File: src/rtl/console_pkg.sv
// rtl/console_pkg.sv - shared constants, parser states and width helper for console_select
package console_pkg;

  localparam logic [7:0] ESC_DEFAULT = 8'h01;
  localparam logic [7:0] ASCII_0     = 8'h30;

  typedef enum logic {
    IDLE     = 1'b0,
    ESC_SEEN = 1'b1
  } state_t;

  // Channel tag width; a single channel bit is kept even for tiny NUM_CH.
  function automatic int chw(input int n);
    return (n <= 2) ? 1 : $clog2(n);
  endfunction

endpackage

File: src/rtl/byte_fifo.sv
// rtl/byte_fifo.sv - synchronous show-ahead FIFO with AW+1 bit wrap pointers
module byte_fifo #(
  parameter int W  = 8,
  parameter int AW = 3
) (
  input  logic         clk,
  input  logic         rst_n,
  input  logic         push,
  input  logic [W-1:0] din,
  output logic         full,
  input  logic         pop,
  output logic [W-1:0] dout,
  output logic         empty
);

  logic [W-1:0] mem [2**AW];
  logic [AW:0]  wr_ptr;
  logic [AW:0]  rd_ptr;
  logic         wr_en;
  logic         rd_en;

  assign empty = (wr_ptr == rd_ptr);
  assign full  = (wr_ptr[AW] != rd_ptr[AW]) && (wr_ptr[AW-1:0] == rd_ptr[AW-1:0]);
  assign rd_en = pop && !empty;
  // A pop frees the slot this same cycle, so a push into a full FIFO is still accepted.
  assign wr_en = push && (!full || rd_en);

  // Empty reads as zero so the output bus is defined without resetting storage.
  assign dout = empty ? '0 : mem[rd_ptr[AW-1:0]];

  always_ff @(posedge clk or negedge rst_n) begin
    if (!rst_n) begin
      wr_ptr <= '0;
      rd_ptr <= '0;
    end else begin
      if (wr_en) wr_ptr <= wr_ptr + 1'b1;
      if (rd_en) rd_ptr <= rd_ptr + 1'b1;
    end
  end

  always_ff @(posedge clk) begin
    if (wr_en) mem[wr_ptr[AW-1:0]] <= din;
  end

endmodule

File: src/rtl/console_select.sv
// rtl/console_select.sv - escape-protocol channel selector feeding a tagged byte FIFO
module console_select
  import console_pkg::*;
#(
  parameter int         NUM_CH     = 4,
  parameter logic [7:0] ESC_BYTE   = ESC_DEFAULT,
  parameter int         FIFO_AW    = 3,
  parameter int         DEFAULT_CH = 0,
  localparam int        CHW        = chw(NUM_CH)
) (
  input  logic           clk,
  input  logic           rst_n,
  input  logic           rx_strobe,
  input  logic [7:0]     rx_data,
  output logic           out_valid,
  input  logic           out_ready,
  output logic [7:0]     out_data,
  output logic [CHW-1:0] out_ch,
  output logic [CHW-1:0] sel_ch,
  output logic           overflow,
  output logic           cmd_err
);

  state_t         state;
  state_t         state_nx;
  logic [CHW-1:0] sel_nx;
  logic           push_req;
  logic           err_nx;
  logic           is_digit;
  logic           full;
  logic           empty;
  logic           pop;

  assign is_digit  = (rx_data >= ASCII_0) && (rx_data < ASCII_0 + 8'(NUM_CH));
  assign pop       = out_valid && out_ready;
  assign out_valid = !empty;

  // The pushed byte is always rx_data: a doubled escape forwards ESC_BYTE itself.
  always_comb begin
    state_nx = state;
    sel_nx   = sel_ch;
    push_req = 1'b0;
    err_nx   = 1'b0;
    if (rx_strobe) begin
      case (state)
        IDLE: begin
          if (rx_data == ESC_BYTE) state_nx = ESC_SEEN;
          else                     push_req = 1'b1;
        end
        ESC_SEEN: begin
          state_nx = IDLE;
          if (rx_data == ESC_BYTE) push_req = 1'b1;
          else if (is_digit)       sel_nx   = CHW'(rx_data - ASCII_0);
          else                     err_nx   = 1'b1;
        end
        default: state_nx = IDLE;
      endcase
    end
  end

  always_ff @(posedge clk or negedge rst_n) begin
    if (!rst_n) begin
      state    <= IDLE;
      sel_ch   <= CHW'(DEFAULT_CH);
      overflow <= 1'b0;
      cmd_err  <= 1'b0;
    end else begin
      state    <= state_nx;
      sel_ch   <= sel_nx;
      overflow <= push_req && full && !pop;
      cmd_err  <= err_nx;
    end
  end

  byte_fifo #(.W(8 + CHW), .AW(FIFO_AW)) u_fifo (
    .clk   (clk),
    .rst_n (rst_n),
    .push  (push_req),
    .din   ({sel_ch, rx_data}),
    .full  (full),
    .pop   (pop),
    .dout  ({out_ch, out_data}),
    .empty (empty)
  );

endmodule
File: config.mk
export PLATFORM = sky130hd
export DESIGN_NAME = console_select
export DESIGN_NICKNAME = d
export VERILOG_FILES = /design/src/rtl/console_pkg.sv /design/src/rtl/byte_fifo.sv /design/src/rtl/console_select.sv
export SDC_FILE = /design/constraint.sdc
export NUM_CORES = 1
export LEC_CHECK = 0
export ABC_AREA = 1
export CAP_MARGIN = 10
export CORE_MARGIN = 4
export CORE_UTILIZATION = 40
export CTS_BUF_LIST = sky130_fd_sc_hd__clkbuf_2 sky130_fd_sc_hd__clkbuf_4 sky130_fd_sc_hd__clkbuf_8
export DETAILED_ROUTE_END_ITERATION = 10
export GPL_ROUTABILITY_DRIVEN = 1
export PLACE_DENSITY_LB_ADDON = 0.25
export SYNTH_ARGS = -nofsm -noshare
export SYNTH_HDL_FRONTEND = slang
export SYNTH_HIERARCHICAL = 1
export SYNTH_SLANG_ARGS = --single-unit
File: constraint.sdc
create_clock -name clk -period 2.7 [get_ports clk]
set_input_delay 0.27 -clock clk [delete_from_list [all_inputs] [get_ports clk]]
set_output_delay 0.27 -clock clk [all_outputs]
set_load 0.01 [all_outputs]
==> summary.md <==
| Metric | Value |
|---|---|
| Outcome | completed |
| Crit Path Class | register to output pin |
| GP Congestion | 0.7531 |
| Crit path max fanout | 24 |
| Power Dens Cells | 1077 mW/mm2 |
| Pwr Total | 5.188 mW |
| Die Ht | 108.5 um |
| Hold_buf cts | 0 |
| Synth top area share | 0.5950 |
| Clock latency on the worst-skew pair | 0.35 ns |
| Final Hold Fails | 0 |
| Worst Setup Start Kind | register |
| First-pass GRT wire length | 14000 um |
| ANT nets after route | 0 |
| Via-to-Cell Ratio | 4.910 |
| FF/Latch Area | 0.002728 mm2 |
| Multi-input gate area | 0.001145 mm2 |
| Reg clk slew, reported paths | 0.09 ns |
| Slew HR | 0.5644 |
| FF+latch count, synth | 93 |
| Residual DRC | 0 |
| Worst setup margin | 0.1975 ns |
| Crit path DAT | 2.23 ns |
| Setup violators final | 0 |
| Post-synthesis cell type count | 27 |
| Least-Margin Pin Slew | 0.6514 ns |
| Rows | 36 |
| Pre-Repair DR Iteration Count | 4 |
| Initial antenna violation count | 0 |
| Sequential area share after synthesis | 0.6756 |
| Nets@finish | 424 |
| Clk buf depth | 2 |
| I/O Buffers | 26 |
| Clock tree from TritonCTS | yes |
| Synthesized instance count | 364 |
| TritonCTS buffer count | 9 |
| DP HPWL | 5885 um |
| Crit path capture type | output pin |
| Number of flops mapped to enable cells by yosys | 80 |
| Setup TNS | 0 ns |
| Cell with the most instances after synthesis | nor2_1 |
| Post-synth top cells | nor2_1 (85), edfxtp_1 (80), o21ai_0 (53) |
| GR Util All Layers | 0.1572 |
| H-tree levels | 3 |
| Synth Cell Area | 0.004038 mm2 |
| CTS resizes | 0 |
| Drt total wl | 8502 um |
| Share of synthesized registers carrying an async set or reset | 0.1398 |
| FMAX | 399.6 MHz |
| Main area contributors after synthesis | edfxtp_1 (59%), dfrtp_1 (8.1%), nor2_1 (7.9%) |
| Min Tclk post-route | 2.502 ns |
| Leading register cell type out of synthesis | edfxtp_1 |
| Number of I/O pins | 27 |
| Fillers | 935 |
| Synth area leader | edfxtp_1 |
| RSZ-0062 raised after global routing | no |
| Die ar. | 0.01177 mm2 |
| Setup WS pre-CTS | 0.2808 ns |
| Detailed-route via count | 2686 |
| Leakage power | 1.803 nW |
| Post-synthesis net count | 379 |
| Layout cells sized above 1 | 0.1425 |
| Vias in the first global route | 2590 |
| Slew Limit Fails | 0 |
| Mean post-synth cell area | 11.09 um2 |
| Global route overflow | 0 |
| Maxcap violations | 0 |
| Fin crit share | 0.9268 |
| Required @ worst endpoint | 2.43 ns |
| Synth warn | 6 |
| Core Box Area | 0.009819 mm2 |
| Mean routed wirelength per cell | 15.54 um |
| CTS sink cnt | 93 |
| Post-CTS Repair Setup Buffers | 0 |
| Largest net degree at the start of global routing | 25 |
| Initial core utilization | 0.4112 |
| Hold WC Path Type | input pin to async pin |
| Clk root buf | clkbuf_8 |
| Clock Skews | 0.007650 ns |
| N_diodes | 0 |
| Layout area overhead | 19.31% |
| Initial DRC count | 143 |
| Smallest hold slack | 0.3109 ns |
| VDD IR max | 0.3579 mV |
| Die width | 108.5 um |
[layout by cell type, fill, tap and decap left out]
cell type | netlist | final
nor2_1 | 85 | 85
edfxtp_1 | 80 | 80
o21ai_0 | 53 | 52
nand2_1 | 41 | 41
clkdlybuf4s50_1 | 0 | 26
buf_4 | 0 | 24
inv_1 | 19 | 19
dfrtp_1 | 13 | 13
nand3_1 | 12 | 12
o22ai_1 | 10 | 10
o21ai_1 | 9 | 10
clkbuf_8 | 0 | 9
nor2_2 | 5 | 5
ha_1 | 3 | 3
bufinv_16 | 0 | 3
inv_2 | 3 | 3
nand3_2 | 2 | 2
inv_6 | 0 | 2
nand2_2 | 2 | 2
xnor2_1 | 2 | 2
and3_1 | 1 | 1
clkinv_2 | 0 | 1
clkinvlp_4 | 0 | 1
nor2_4 | 1 | 1
xor2_2 | 1 | 1
xnor2_4 | 1 | 1
nand3_4 | 1 | 1
nand4_4 | 1 | 1
nand2_4 | 1 | 1
xor2_1 | 1 | 1
buf_6 | 1 | 1
[flip-flops by register name, summed over array words and instances, names as in the netlist]
signal	flops
state	1
u_fifo/rd_ptr	4
sel_ch	2
u_fifo/mem	80
u_fifo/wr_ptr	4
cmd_err	1
overflow	1
[per-stage QoR]
step,cells,cell area (um2),utilization
4_1_cts,547,4813,0.4902
6_report,547,4817,0.4906
2_1_floorplan,364,4038,-
3_3_place_gp,531,4569,0.4653
3_5_place_dp,531,4569,0.4653
5_1_grt,547,4817,0.4906
[worst paths after layout]
path,startpoint,cells after the start,slack (ns),to
worst max-delay path,u_fifo/rd_ptr[0]$_DFFE_PN0P_,7,0.20,out_data[1]
worst min-delay path,rst_n,1,0.31,sel_ch[0]$_DFFE_PN0P_
worst max register to register,u_fifo/rd_ptr[0]$_DFFE_PN0P_,12,0.49,u_fifo/mem[2][1]$_DFFE_PP_
worst min register to register,state$_DFFE_PN0P_,1,0.54,cmd_err$_DFF_PN0_
max in group asynchronous,rst_n,1,1.97,u_fifo/rd_ptr[0]$_DFFE_PN0P_
min in group clk,state$_DFFE_PN0P_,1,0.54,cmd_err$_DFF_PN0_
[where the power goes]
| group | switching (mW) | internal, mW |
|---|---|---|
| registers | 0.141 | 1.80 |
| logic | 1.26 | 0.881 |
| clock network | 0.494 | 0.620 |
[cells by family after synthesis]
| group | Yosys count | synth area share |
|---|---|---|
| and+or+nand+nor | 152 | 0.1646 |
| DFF | 93 | 0.6755 |
| AOI/OAI and AO/OA | 72 | 0.09234 |
| buffers and inverters | 39 | 0.04091 |
| xor gates and xnor gates | 5 | 0.01736 |
| adders and majority gates | 3 | 0.009298 |
[routing by layer]
layer  track usage  wire length [um]  vias to the layer above
li1              -                 -                     1340
met1        0.2262              4040                     1280
met2        0.2361              3856                       53
met3       0.02985               470                       13
met4       0.06041               135                        0
met5             0                 0                        -
[area by class of cell]
cell class	count	area share
Multi-Input combinational cell	232	0.2377
Tap cell	133	0.03455
Sequential cell	93	0.5662
Inverter	22	0.01714
Timing Repair Buffer	51	0.09377
Clock inverter	7	0.02494
Clock buffer	9	0.02571
[critical path, cell delays in order (launching register included)]
cell and delay (ns):
dfrtp_1 0.41, inv_2 0.06, buf_4 0.21, o21ai_0 0.23
o21ai_0 0.11, o21ai_0 0.30, nor2_1 0.07, clkdlybuf4s50_1 0.48
(Power assumes the default switching activity.)
